File: config.mk
export PLATFORM = sky130hd
export DESIGN_NAME = key_event_unit
export DESIGN_NICKNAME = d
export VERILOG_FILES = /design/src/rtl/key_event_unit.sv
export SDC_FILE = /design/constraint.sdc
export NUM_CORES = 1
export LEC_CHECK = 0
export CAP_MARGIN = 20
export CORE_UTILIZATION = 55
export DETAILED_ROUTE_END_ITERATION = 12
export DONT_BUFFER_PORTS = 1
export PLACE_DENSITY_LB_ADDON = 0.12
export SYNTH_ARGS = -nofsm -noshare
export SYNTH_HDL_FRONTEND = slang
export SYNTH_SLANG_ARGS = --single-unit
File: constraint.sdc
create_clock -name clk -period 1.6 [get_ports clk]
set_input_delay 0.32 -clock clk [delete_from_list [all_inputs] [get_ports clk]]
set_output_delay 0.32 -clock clk [all_outputs]
set_load 0.05 [all_outputs]
File: src/rtl/key_event_unit.sv
// Multi-channel push-button front end: per key a 2-flop synchroniser, tick-sampled
// debounce and an IDLE/HELD/LONG event FSM emitting one-cycle event pulses.

module key_event_lane #(
    parameter int STABLE_SAMPLES = 4,
    parameter int LONG_TICKS     = 50,
    parameter int REPEAT_TICKS   = 10
) (
    input  logic clk,
    input  logic rst_n,
    input  logic tick,
    input  logic clear,
    input  logic raw,
    output logic level,
    output logic press,
    output logic release_pulse,
    output logic long_press,
    output logic repeat_pulse
);
    localparam int SW = $clog2(STABLE_SAMPLES + 1);
    localparam int HW = $clog2(LONG_TICKS + 1);
    localparam int RW = (REPEAT_TICKS > 0) ? $clog2(REPEAT_TICKS + 1) : 1;
    localparam logic [SW-1:0] STAB_TERM = SW'(STABLE_SAMPLES - 1);
    localparam logic [HW-1:0] HOLD_TERM = HW'(LONG_TICKS - 1);
    localparam logic [RW-1:0] RPT_TERM  = (REPEAT_TICKS > 0) ? RW'(REPEAT_TICKS - 1) : '0;

    typedef enum logic [1:0] {S_IDLE, S_HELD, S_LONG} state_t;

    state_t        state;
    logic          s1, s;
    logic [SW-1:0] stab;
    logic [HW-1:0] hold;
    logic [RW-1:0] rcnt;
    logic          flip;

    // Synchroniser deliberately ignores clear so a held key is re-detected afterwards.
    always_ff @(posedge clk or negedge rst_n) begin
        if (!rst_n) begin
            s1 <= 1'b0;
            s  <= 1'b0;
        end else begin
            s1 <= raw;
            s  <= s1;
        end
    end

    assign flip = (s != level) && (stab == STAB_TERM);

    always_ff @(posedge clk or negedge rst_n) begin
        if (!rst_n) begin
            state         <= S_IDLE;
            level         <= 1'b0;
            stab          <= '0;
            hold          <= '0;
            rcnt          <= '0;
            press         <= 1'b0;
            release_pulse <= 1'b0;
            long_press    <= 1'b0;
            repeat_pulse  <= 1'b0;
        end else begin
            press         <= 1'b0;
            release_pulse <= 1'b0;
            long_press    <= 1'b0;
            repeat_pulse  <= 1'b0;
            if (clear) begin
                state <= S_IDLE;
                level <= 1'b0;
                stab  <= '0;
                hold  <= '0;
                rcnt  <= '0;
            end else if (tick) begin
                if (s == level)
                    stab <= '0;
                else if (flip) begin
                    stab  <= '0;
                    level <= ~level;
                end else
                    stab <= stab + 1'b1;

                // A level flip outranks any hold/repeat terminal count on the same tick.
                if (flip && !level) begin
                    press <= 1'b1;
                    state <= S_HELD;
                    hold  <= '0;
                end else if (flip) begin
                    release_pulse <= 1'b1;
                    state         <= S_IDLE;
                    hold          <= '0;
                    rcnt          <= '0;
                end else begin
                    case (state)
                        S_HELD: begin
                            if (hold == HOLD_TERM) begin
                                long_press <= 1'b1;
                                state      <= S_LONG;
                                hold       <= '0;
                                rcnt       <= '0;
                            end else
                                hold <= hold + 1'b1;
                        end
                        S_LONG: begin
                            if (REPEAT_TICKS > 0) begin
                                if (rcnt == RPT_TERM) begin
                                    repeat_pulse <= 1'b1;
                                    rcnt         <= '0;
                                end else
                                    rcnt <= rcnt + 1'b1;
                            end
                        end
                        default: ;
                    endcase
                end
            end
        end
    end
endmodule

module key_event_unit #(
    parameter int N_KEYS         = 7,
    parameter int STABLE_SAMPLES = 4,
    parameter int LONG_TICKS     = 50,
    parameter int REPEAT_TICKS   = 10,
    parameter bit ACTIVE_LOW_IN  = 1'b0
) (
    input  logic              clk,
    input  logic              rst_n,
    input  logic              tick,
    input  logic              clear,
    input  logic [N_KEYS-1:0] btn_in,
    output logic [N_KEYS-1:0] level,
    output logic [N_KEYS-1:0] press,
    output logic [N_KEYS-1:0] release_pulse,
    output logic [N_KEYS-1:0] long_press,
    output logic [N_KEYS-1:0] repeat_pulse,
    output logic              any_held
);
    logic [N_KEYS-1:0] raw;

    assign raw      = btn_in ^ {N_KEYS{ACTIVE_LOW_IN}};
    assign any_held = |level;

    for (genvar g = 0; g < N_KEYS; g++) begin : g_lane
        key_event_lane #(
            .STABLE_SAMPLES(STABLE_SAMPLES),
            .LONG_TICKS    (LONG_TICKS),
            .REPEAT_TICKS  (REPEAT_TICKS)
        ) u_lane (
            .clk          (clk),
            .rst_n        (rst_n),
            .tick         (tick),
            .clear        (clear),
            .raw          (raw[g]),
            .level        (level[g]),
            .press        (press[g]),
            .release_pulse(release_pulse[g]),
            .long_press   (long_press[g]),
            .repeat_pulse (repeat_pulse[g])
        );
    end
endmodule

==> impl_metrics.json, run 1 <==
{
  "max_cap_violations": 0,
  "worstSetupPathType": "reg2out",
  "preCtsSetupSlack_ns": -0.179,
  "place_congestion": 0.799,
  "cts_root_buf": "clkbuf_16",
  "endpoint_kind": "output port",
  "dp_hpwl_um": 11500,
  "fp.dieH_um": 121,
  "syn2layout_area_growth_pct": 37.9,
  "wirelength_um": 20100,
  "worst-path-max-fanout": 3,
  "critPathTopFamily": "buffers and inverters",
  "grt_start_max_net_pins": 155,
  "cts_tree": "yes",
  "die_w_um": 121,
  "seq_area_frac_synth_pct": 49.2,
  "yosysUniqueCellTypes": 63,
  "antenna_found_initial": 0,
  "ys_warn_count": 0,
  "clk_path_buf_depth": 2,
  "leakagePower_nw": 4.78,
  "core-area_mm2": 0.0139,
  "tns_ns": -3.77,
  "crit_slowest_cell": "dfrtp_2",
  "async_reset_ff_share_pct": 100,
  "drv_slew": 0,
  "setup_slack_ns": -0.253,
  "fin_skew_ns": 0.00600,
  "synth_nets": 808,
  "cp-start-kind": "flip-flop",
  "ios": 47,
  "synthCells": 762,
  "insertedDiodeCount": 0,
  "placementRows": 43,
  "start_util_pct": 56.4,
  "outcome": "finished with violations",
  "setup_violations": 57,
  "grt_pass1_vias": 6335,
  "grt-ovfl-total": 0,
  "worst-path-stages": 5,
  "drt_iter0_markers": 386,
  "synth_top_area_share_pct": 49.2,
  "cts_buffers": 17,
  "dr.pass1.iters": 5,
  "crit_path_frequent_cell": "buf_4",
  "wl_per_cell_um": 18.2,
  "drive_above_1_share_pct": 39.6,
  "grt_pass1_wl_um": 30100,
  "clkSlewWorstSetupHoldPaths_ns": 0.06,
  "synth_edf_count": 0,
  "timing.hold.ws_ns": -0.414,
  "crit_buf_inv": 3,
  "cts.sinks": 154,
  "cp.required_ns": 1.28,
  "dieArea_mm2": 0.0147,
  "ant_nets": 0,
  "clkLatencyLatePin_ns": 0.43,
  "hp-class": "in2async",
  "ys_dominant_reg_cell": "dfrtp_1",
  "synth_area_leader_cell": "dfrtp_1",
  "violations": "hold timing, setup timing",
  "rsz0062_at_grt": "true",
  "synth_seq_cells": 154,
  "vias": 6416,
  "ir_worst_vdd_v": 0.00104,
  "fmax_mhz": 540,
  "ctsHoldBuffers": 8,
  "relSlewSlack_pct": 57.1,
  "htree_levels": 4,
  "nets": 955,
  "viasPerCell": 5.83,
  "layout_min_cycle_time_ns": 1.85,
  "synth.avg_cell_area_um2": 10.3,
  "finalHoldViolations": 154,
  "syn_area_mm2": 0.00783,
  "drc": 0,
  "period_share_pct": 116,
  "slowest_delay_ns": 0.45,
  "worst-slew-pin-transition_ns": 0.641,
  "yosys-top-cells-area": "dfrtp_1, ha_1, o21ai_0",
  "cp.arrival_ns": 1.53,
  "grt_use_total_pct": 26.4,
  "crit_chain": "buf_4 > nor3_2 > buf_4 > nand2_1 > buf_6",
  "power.density_mw_per_mm2": 869,
  "reg2regPathDepth": 7,
  "port-buffer-count": 0
}
## layout by cell type, fill, tap and decap left out, drive strengths merged, types with 15 or more instances in the layout
cell type	instances
a21oi	36
buf	173
clkbuf	20
dfrtp	154
ha	35
inv	34
nand2	68
nand2b	18
nand3	29
nor2	46
nor2b	23
o21ai	58
o31ai	15
xnor2	17
## state kept, by name (all words and copies together), names as in the netlist
register and cells:
g_lane.u_lane.hold 42, g_lane.u_lane.level 7, g_lane.u_lane.long_press 7, g_lane.u_lane.press 7
g_lane.u_lane.rcnt 28, g_lane.u_lane.release_pulse 7, g_lane.u_lane.repeat_pulse 7, g_lane.u_lane.s 7
g_lane.u_lane.s1 7, g_lane.u_lane.stab 21, g_lane.u_lane.state 14
## synthesized netlist by cell type, types with 14 or more instances
cell and n:
nand2b_1 18, nand2_1 68, nor2_1 44, xnor2_1 16, dfrtp_1 154, o21ai_0 56
nand3_1 29, nor2b_1 23, inv_1 32, a21oi_1 36, o31ai_1 14, nor4_1 14
ha_1 35, buf_4 36
## kinds of logic (layout without fill, tap and decap cells)
kind of cell | Yosys count | count (layout) | synth area share, %
AOI/OAI and AO/OA | 161 | 161 | 13.9
xor gates and xnor gates | 27 | 27 | 3.21
adders and majority gates | 35 | 35 | 5.59
buffers and inverters | 85 | 243 | 6.01
DFF | 154 | 154 | 49.2
muxes | 4 | 4 | 0.511
and+or+nand+nor | 296 | 296 | 21.6
## repair_timing
item	in CTS	in global routing
cloned	0	1
gates resized for setup	76	158
pin swaps	44	85
endpoints found under the hold margin	174	154
setup buffers	22	30
endpoints found under the setup margin	74	82
## layout make-up
cell class | instances | area, µm²
Timing Repair Buffer | 181 | 1520
Inverter | 32 | 120
Tap cell | 180 | 225
Fill cell | 846 | 3080
Clock buffer | 20 | 457
Clock inverter | 10 | 143
Multi-Input combinational cell | 523 | 4480
Sequential cell | 154 | 3860
## per-layer routing
metal | up-vias | global-route usage [%] | part of all wire [%]
met5 | - | 0 | 0
met3 | 63 | 5.03 | 3.0
met4 | 0 | 11.5 | 3.3
met1 | 3236 | 31.5 | 40
met2 | 137 | 46.2 | 54
li1 | 2980 | - | -
## final timing paths
kind / startpoint / to / slack [ns]
worst max-delay path: g_lane[2].u_lane.level$_DFFE_PN0P_ / any_held / -0.25
worst min register to register: g_lane[0].u_lane.s1$_DFF_PN0_ / g_lane[0].u_lane.s$_DFF_PN0_ / 0.35
worst min-delay path: rst_n / g_lane[3].u_lane.level$_DFFE_PN0P_ / -0.41
min in group clk: tick / g_lane[5].u_lane.long_press$_DFF_PN0_ / 0.03
worst max register to register: g_lane[5].u_lane.level$_DFFE_PN0P_ / g_lane[5].u_lane.rcnt[3]$_DFFE_PN0P_ / -0.24
max in group asynchronous: rst_n / g_lane[2].u_lane.s$_DFF_PN0_ / 1.78
## stage by stage
| stage | util [%] | instance area (µm²) | cells | power (mW) | hold WS [ns] |
|---|---|---|---|---|---|
| after floorplan | - | 7970 | 762 | 4.67 | 0.0244 |
| after global placement | 63.4 | 8800 | 1015 | 4.92 | 0.0286 |
| after detailed placement | 63.4 | 8800 | 1015 | 4.98 | 0.0277 |
| after CTS | 71.9 | 9990 | 1074 | 9.21 | -0.428 |
| after global routing | 77.8 | 10800 | 1100 | 9.71 | -0.438 |
| final | 77.8 | 10800 | 1100 | 9.38 | -0.414 |
## report_power, final
group          total [mW]  leakage [nW]  internal (mW)  switching, mW
combinational        1.09          2.41          0.554          0.537
clock                4.13         0.281           2.52           1.60
sequential           4.16          2.08           4.02          0.137
total                9.38          4.78           7.10           2.28
(Power assumes the default switching activity.)
==> run 2, diff against run 1 <==
- CORE_UTILIZATION: 55 -> 54
- DONT_BUFFER_PORTS: 1 -> unset
==> impl_metrics.json, run 2 (same netlist as run 1, synthesis figures left out) <==
{
  "ir_worst_vdd_v": 0.000773,
  "rsz0062_at_grt": "true",
  "largest_register_ffs": 42,
  "cp-endpoint": "g_lane[6].u_lane.rcnt[3]$_DFFE_PN0P_",
  "fp.dieH_um": 122,
  "violations": "setup timing",
  "viasPerCell": 5.84,
  "regMostFlops": "g_lane.u_lane.hold",
  "layout_commonest_cell": "buf_4",
  "drt_iter0_markers": 417,
  "p_comb_share_pct": 14.1,
  "cp.arrival_ns": 2.07,
  "setup_violations": 51,
  "endpoint_kind": "flip-flop",
  "cts_buffers": 17,
  "place_congestion": 0.841,
  "die_w_um": 122,
  "worstSetupPathType": "reg2reg",
  "port-buffer-count": 46,
  "vias": 6844,
  "cp.required_ns": 1.88,
  "nets": 1024,
  "drive_above_1_share_pct": 43.9,
  "relSlewSlack_pct": 65.8,
  "reg_top3": "g_lane.u_lane.hold (42), g_lane.u_lane.rcnt (28), g_lane.u_lane.stab (21)",
  "grt_use_total_pct": 28.0,
  "design_area_mm2": 0.0115,
  "fmax_mhz": 559,
  "wirelength_um": 21600,
  "worst-slew-pin-transition_ns": 0.511,
  "finalHoldViolations": 0,
  "drv_slew": 0,
  "leakagePower_nw": 5.20,
  "dp_hpwl_um": 12800,
  "syn2layout_area_growth_pct": 46.7,
  "setup_slack_ns": -0.190,
  "worst-path-max-fanout": 5,
  "cts_root_buf": "clkbuf_16",
  "dieArea_mm2": 0.0150,
  "outcome": "finished with violations",
  "grt_pass1_vias": 6855,
  "clkSlewWorstSetupHoldPaths_ns": 0.06,
  "cts.sinks": 154,
  "fin_skew_ns": 0.00948,
  "wl_per_cell_um": 18.5,
  "grt_pass1_wl_um": 32500,
  "swShare_pct": 25.6,
  "hp-class": "in2reg",
  "switchingPower_mw": 2.45,
  "worstReg2RegEnd": "g_lane[6].u_lane.rcnt[3]$_DFFE_PN0P_",
  "power.density_mw_per_mm2": 832,
  "reg2regPathDepth": 8,
  "pwr-share-clk_pct": 42.4,
  "place_area_mm2": 0.00956,
  "antenna_found_initial": 0,
  "cp-start-kind": "flip-flop",
  "htree_levels": 4,
  "grt-ovfl-total": 0,
  "placementRows": 43,
  "clkLatencyLatePin_ns": 0.42,
  "p_int_mw": 7.11,
  "insertedDiodeCount": 0,
  "grt_start_max_net_pins": 49,
  "ant_nets": 0,
  "pwr-share-seq_pct": 43.5,
  "cts_tree": "yes",
  "period_share_pct": 112,
  "ios": 47,
  "final_cell_mix": "buf_4, dfrtp_1, nand2_1, nor2_1, inv_1",
  "clk_path_buf_depth": 2,
  "start_util_pct": 56.0,
  "dr.pass1.iters": 5,
  "min_from": "btn_in[2]",
  "timing.rr.start": "g_lane[6].u_lane.stab[0]$_DFFE_PN0N_",
  "fin_util_pct": 82.1,
  "core-area_mm2": 0.0140,
  "max_cap_violations": 0,
  "drc": 0,
  "critPathLaunch": "g_lane[6].u_lane.stab[0]$_DFFE_PN0N_",
  "layout_min_cycle_time_ns": 1.79,
  "rrSetupSlack_ns": -0.19
}
## run 2: stage by stage
stage                     hold slack [ns]  power (mW)  setup WS (ns)  TNS, ns  instances
after detailed placement            0.210        5.20         -0.213    -4.17       1094
after global routing                0.324        9.88         -0.279    -7.97       1171
final                               0.331        9.56         -0.190    -3.40       1171
after CTS                           0.313        9.35         -0.184    -1.36       1148
after global placement              0.214        5.15        -0.0941   -0.970       1094
after floorplan                    0.0244        4.67        -0.0220  -0.0399        762
## run 2: power groups by stage
| stage | clock network, mW | logic (mW) | registers [mW] |
|---|---|---|---|
| CTS | 4.10 | 1.11 | 4.14 |
| global route | 4.26 | 1.45 | 4.18 |
| finish | 4.05 | 1.34 | 4.16 |
| floorplan | 0 | 0.458 | 4.21 |
| global placement | 0 | 0.958 | 4.19 |
| detailed placement | 0 | 1.00 | 4.20 |
## run 2: worst min-delay path by stage
stage                                              endpoint  slack (ns)  cells after the start
finish                        g_lane[2].u_lane.s1$_DFF_PN0_        0.33                      1
global route                  g_lane[1].u_lane.s1$_DFF_PN0_        0.32                      1
CTS                           g_lane[2].u_lane.s1$_DFF_PN0_        0.31                      1
detailed placement     g_lane[3].u_lane.rcnt[1]$_DFFE_PN0P_        0.21                      1
global placement    g_lane[3].u_lane.repeat_pulse$_DFF_PN0_        0.21                      1
floorplan              g_lane[0].u_lane.hold[0]$_DFFE_PN0P_        0.02                      0
## run 2: layout make-up
cell class                      instances  area (µm²)
Clock inverter                         11         118
Timing Repair Buffer                  250        2170
Multi-Input combinational cell        523        4520
Tap cell                              180         225
Inverter                               32         120
Clock buffer                           21         480
Fill cell                             741        2500
Sequential cell                       154        3850
## run 2: routing by layer
layer	global-route usage, %	vias up	share of wire [%]
met5	0	-	0
met4	12.3	0	3.0
met3	4.97	55	3.6
met2	48.2	210	53
met1	34.3	3452	40
li1	-	3127	-
## run 2: repair_timing
item                                    in CTS  in global routing
pin swaps                                   49                 77
setup buffers                               25                 23
gates cloned                                 1                  0
hold buffers                                 1                  0
endpoints found under the setup margin      75                 89
hold endpoints to repair                    24                  0
gates resized for setup                     95                136
## run 2: critical path, cell delays in order (launching register included)
cell      delay, ns
dfrtp_1        0.41
ha_4           0.19
nand2b_4       0.07
buf_6          0.11
o211ai_1       0.42
buf_4          0.22
nor2_1         0.04
o21ai_1        0.11
o21ai_1        0.07
==> run 3, diff against run 2 <==
- CAP_MARGIN: 20 -> unset
- CORE_UTILIZATION: 54 -> 55
- clock period: 1.6 -> 1.65 ns (I/O delays scaled with it)
==> impl_metrics.json, run 3 (same netlist as run 1, synthesis figures left out) <==
{
  "cts.sinks": 154,
  "grt_pass1_vias": 6818,
  "ios": 47,
  "grt_pass1_wl_um": 32500,
  "reg_top3": "g_lane.u_lane.hold (42), g_lane.u_lane.rcnt (28), g_lane.u_lane.stab (21)",
  "grt_start_max_net_pins": 50,
  "reg2regPathDepth": 7,
  "endpoint_kind": "output port",
  "viasPerCell": 5.88,
  "leakagePower_nw": 5.21,
  "vias": 6929,
  "crit_buf_inv": 2,
  "dieArea_mm2": 0.0147,
  "ir_worst_vdd_v": 0.000845,
  "crit_path_frequent_cell": "buf_6",
  "rsz0062_at_grt": "true",
  "min_from": "btn_in[3]",
  "crit_slowest_cell": "dfrtp_1",
  "drc": 0,
  "cts_root_buf": "clkbuf_16",
  "nets": 1031,
  "cts_buffers": 17,
  "antenna_found_initial": 0,
  "tns_ns": -1.68,
  "setup_slack_ns": -0.159,
  "max_cap_violations": 0,
  "grt-ovfl-total": 0,
  "min_path_cells": 1,
  "ant_nets": 0,
  "finalHoldViolations": 0,
  "layout_commonest_cell": "buf_4",
  "largest_register_ffs": 42,
  "violations": "setup timing",
  "dp_hpwl_um": 12900,
  "die_w_um": 121,
  "drv_slew": 0,
  "worst-slew-pin-transition_ns": 0.544,
  "critPathTopFamily": "flip-flops",
  "setup_violations": 32,
  "wirelength_um": 22100,
  "timing.rr.start": "g_lane[6].u_lane.stab[1]$_DFFE_PN0N_",
  "hp-class": "in2reg",
  "worstReg2RegEnd": "g_lane[6].u_lane.rcnt[2]$_DFFE_PN0P_",
  "clkSlewWorstSetupHoldPaths_ns": 0.06,
  "cp.arrival_ns": 1.48,
  "regMostFlops": "g_lane.u_lane.hold",
  "crit_chain": "buf_6 > nor4_4 > nand2_1 > buf_6",
  "clk_path_buf_depth": 2,
  "multiInputGateArea_mm2": 0.00428,
  "drive_above_1_share_pct": 40.8,
  "htree_levels": 4,
  "wl_per_cell_um": 18.7,
  "placementRows": 43,
  "worstHoldEndpoint": "g_lane[3].u_lane.s1$_DFF_PN0_",
  "relSlewSlack_pct": 63.2,
  "fmax_mhz": 553,
  "design_area_mm2": 0.0113,
  "start_util_pct": 56.4,
  "fin_skew_ns": 0.00821,
  "cp.required_ns": 1.32,
  "p_total_mw": 9.49,
  "outcome": "finished with violations",
  "place_area_mm2": 0.00943,
  "port-buffer-count": 46,
  "critPathLaunch": "g_lane[6].u_lane.level$_DFFE_PN0P_",
  "final_cell_mix": "buf_4, dfrtp_1, nand2_1, nor2_1, inv_1",
  "dr.pass1.iters": 6,
  "worst-path-max-fanout": 2,
  "fp.dieH_um": 121,
  "regArea_mm2": 0.00386,
  "layout_min_cycle_time_ns": 1.81,
  "period_share_pct": 110,
  "drt_iter0_markers": 572,
  "n_fill_cell": 776,
  "cts_tree": "yes",
  "core-area_mm2": 0.0139,
  "worstSetupPathType": "reg2out",
  "insertedDiodeCount": 0,
  "power.density_mw_per_mm2": 837,
  "place_congestion": 0.827,
  "clkLatencyLatePin_ns": 0.43,
  "syn2layout_area_growth_pct": 44.8,
  "slowest_delay_ns": 0.40,
  "fin_util_pct": 81.7,
  "rrSetupSlack_ns": -0.14,
  "grt_use_total_pct": 28.4,
  "cp-start-kind": "flip-flop"
}
[run 3: cell types whose count changed in the layout (fill, tap and decap cells not counted), moves of 5 or more]
| cell | change |
|---|---|
| buf_4 | +7 |
| o21ai_2 | -9 |
| nand2_2 | -6 |
| nor2_4 | -5 |
| o31ai_1 | +5 |
| nand2_1 | +7 |
| o21ai_0 | +7 |
[run 3: worst reg2reg max path, delay by kind of cell (launching register included)]
| family | cells | cell delay, ns |
|---|---|---|
| compound gates | 3 | 0.76 |
| flops | 1 | 0.41 |
| simple gates | 2 | 0.19 |
| fa+ha+maj | 1 | 0.18 |
| buf+inv | 1 | 0.14 |
[run 3: repair_timing]
item | in CTS | in global routing
pin swaps | 27 | 60
buffers inserted | 21 | 33
gates resized for setup | 87 | 110
endpoints found under the hold margin | 44 | 0
hold buffers | 1 | 0
setup endpoints to repair | 77 | 77
gates cloned | 1 | 1
[run 3: cell type report]
type | instances | share of cell area [%]
Tap cell | 180 | 1.99
Multi-Input combinational cell | 523 | 37.7
Sequential cell | 154 | 34.0
Inverter | 32 | 1.06
Clock buffer | 20 | 3.85
Clock inverter | 12 | 1.74
Timing Repair Buffer | 257 | 19.6
[run 3: worst max path at each step]
stage / endpoint / slack, ns / cells after the start
3_3_place_gp: g_lane[6].u_lane.hold[4]$_DFFE_PN0P_ / -0.41 / 7
5_1_grt: any_held / -0.25 / 4
3_5_place_dp: g_lane[6].u_lane.rcnt[3]$_DFFE_PN0P_ / -0.49 / 7
6_report: any_held / -0.16 / 4
2_1_floorplan: g_lane[1].u_lane.hold[4]$_DFFE_PN0P_ / 0.007 / 6
4_1_cts: any_held / -0.12 / 4
[run 3: per-stage QoR]
| step | std cells | worst slack, ns | hold slack [ns] |
|---|---|---|---|
| 2_1_floorplan | 762 | 0.00687 | 0.0344 |
| 3_3_place_gp | 1092 | -0.406 | 0.308 |
| 3_5_place_dp | 1092 | -0.485 | 0.302 |
| 4_1_cts | 1146 | -0.124 | 0.329 |
| 5_1_grt | 1178 | -0.246 | 0.325 |
| 6_report | 1178 | -0.159 | 0.336 |
[run 3: power breakdown]
part / internal (mW) / leakage (nW) / total [mW] / switching (mW)
combinational: 0.577 / 2.83 / 1.22 / 0.642
sequential: 3.90 / 2.08 / 4.03 / 0.131
clock: 2.68 / 0.292 / 4.24 / 1.56
[run 3: layer usage]
metal / track usage, % / part of all wire [%] / vias up
li1: - / - / 3129
met1: 35.2 / 40 / 3489
met2: 48.0 / 52 / 239
met3: 5.45 / 4.3 / 72
met4: 12.4 / 3.7 / 0
met5: 0 / 0 / -
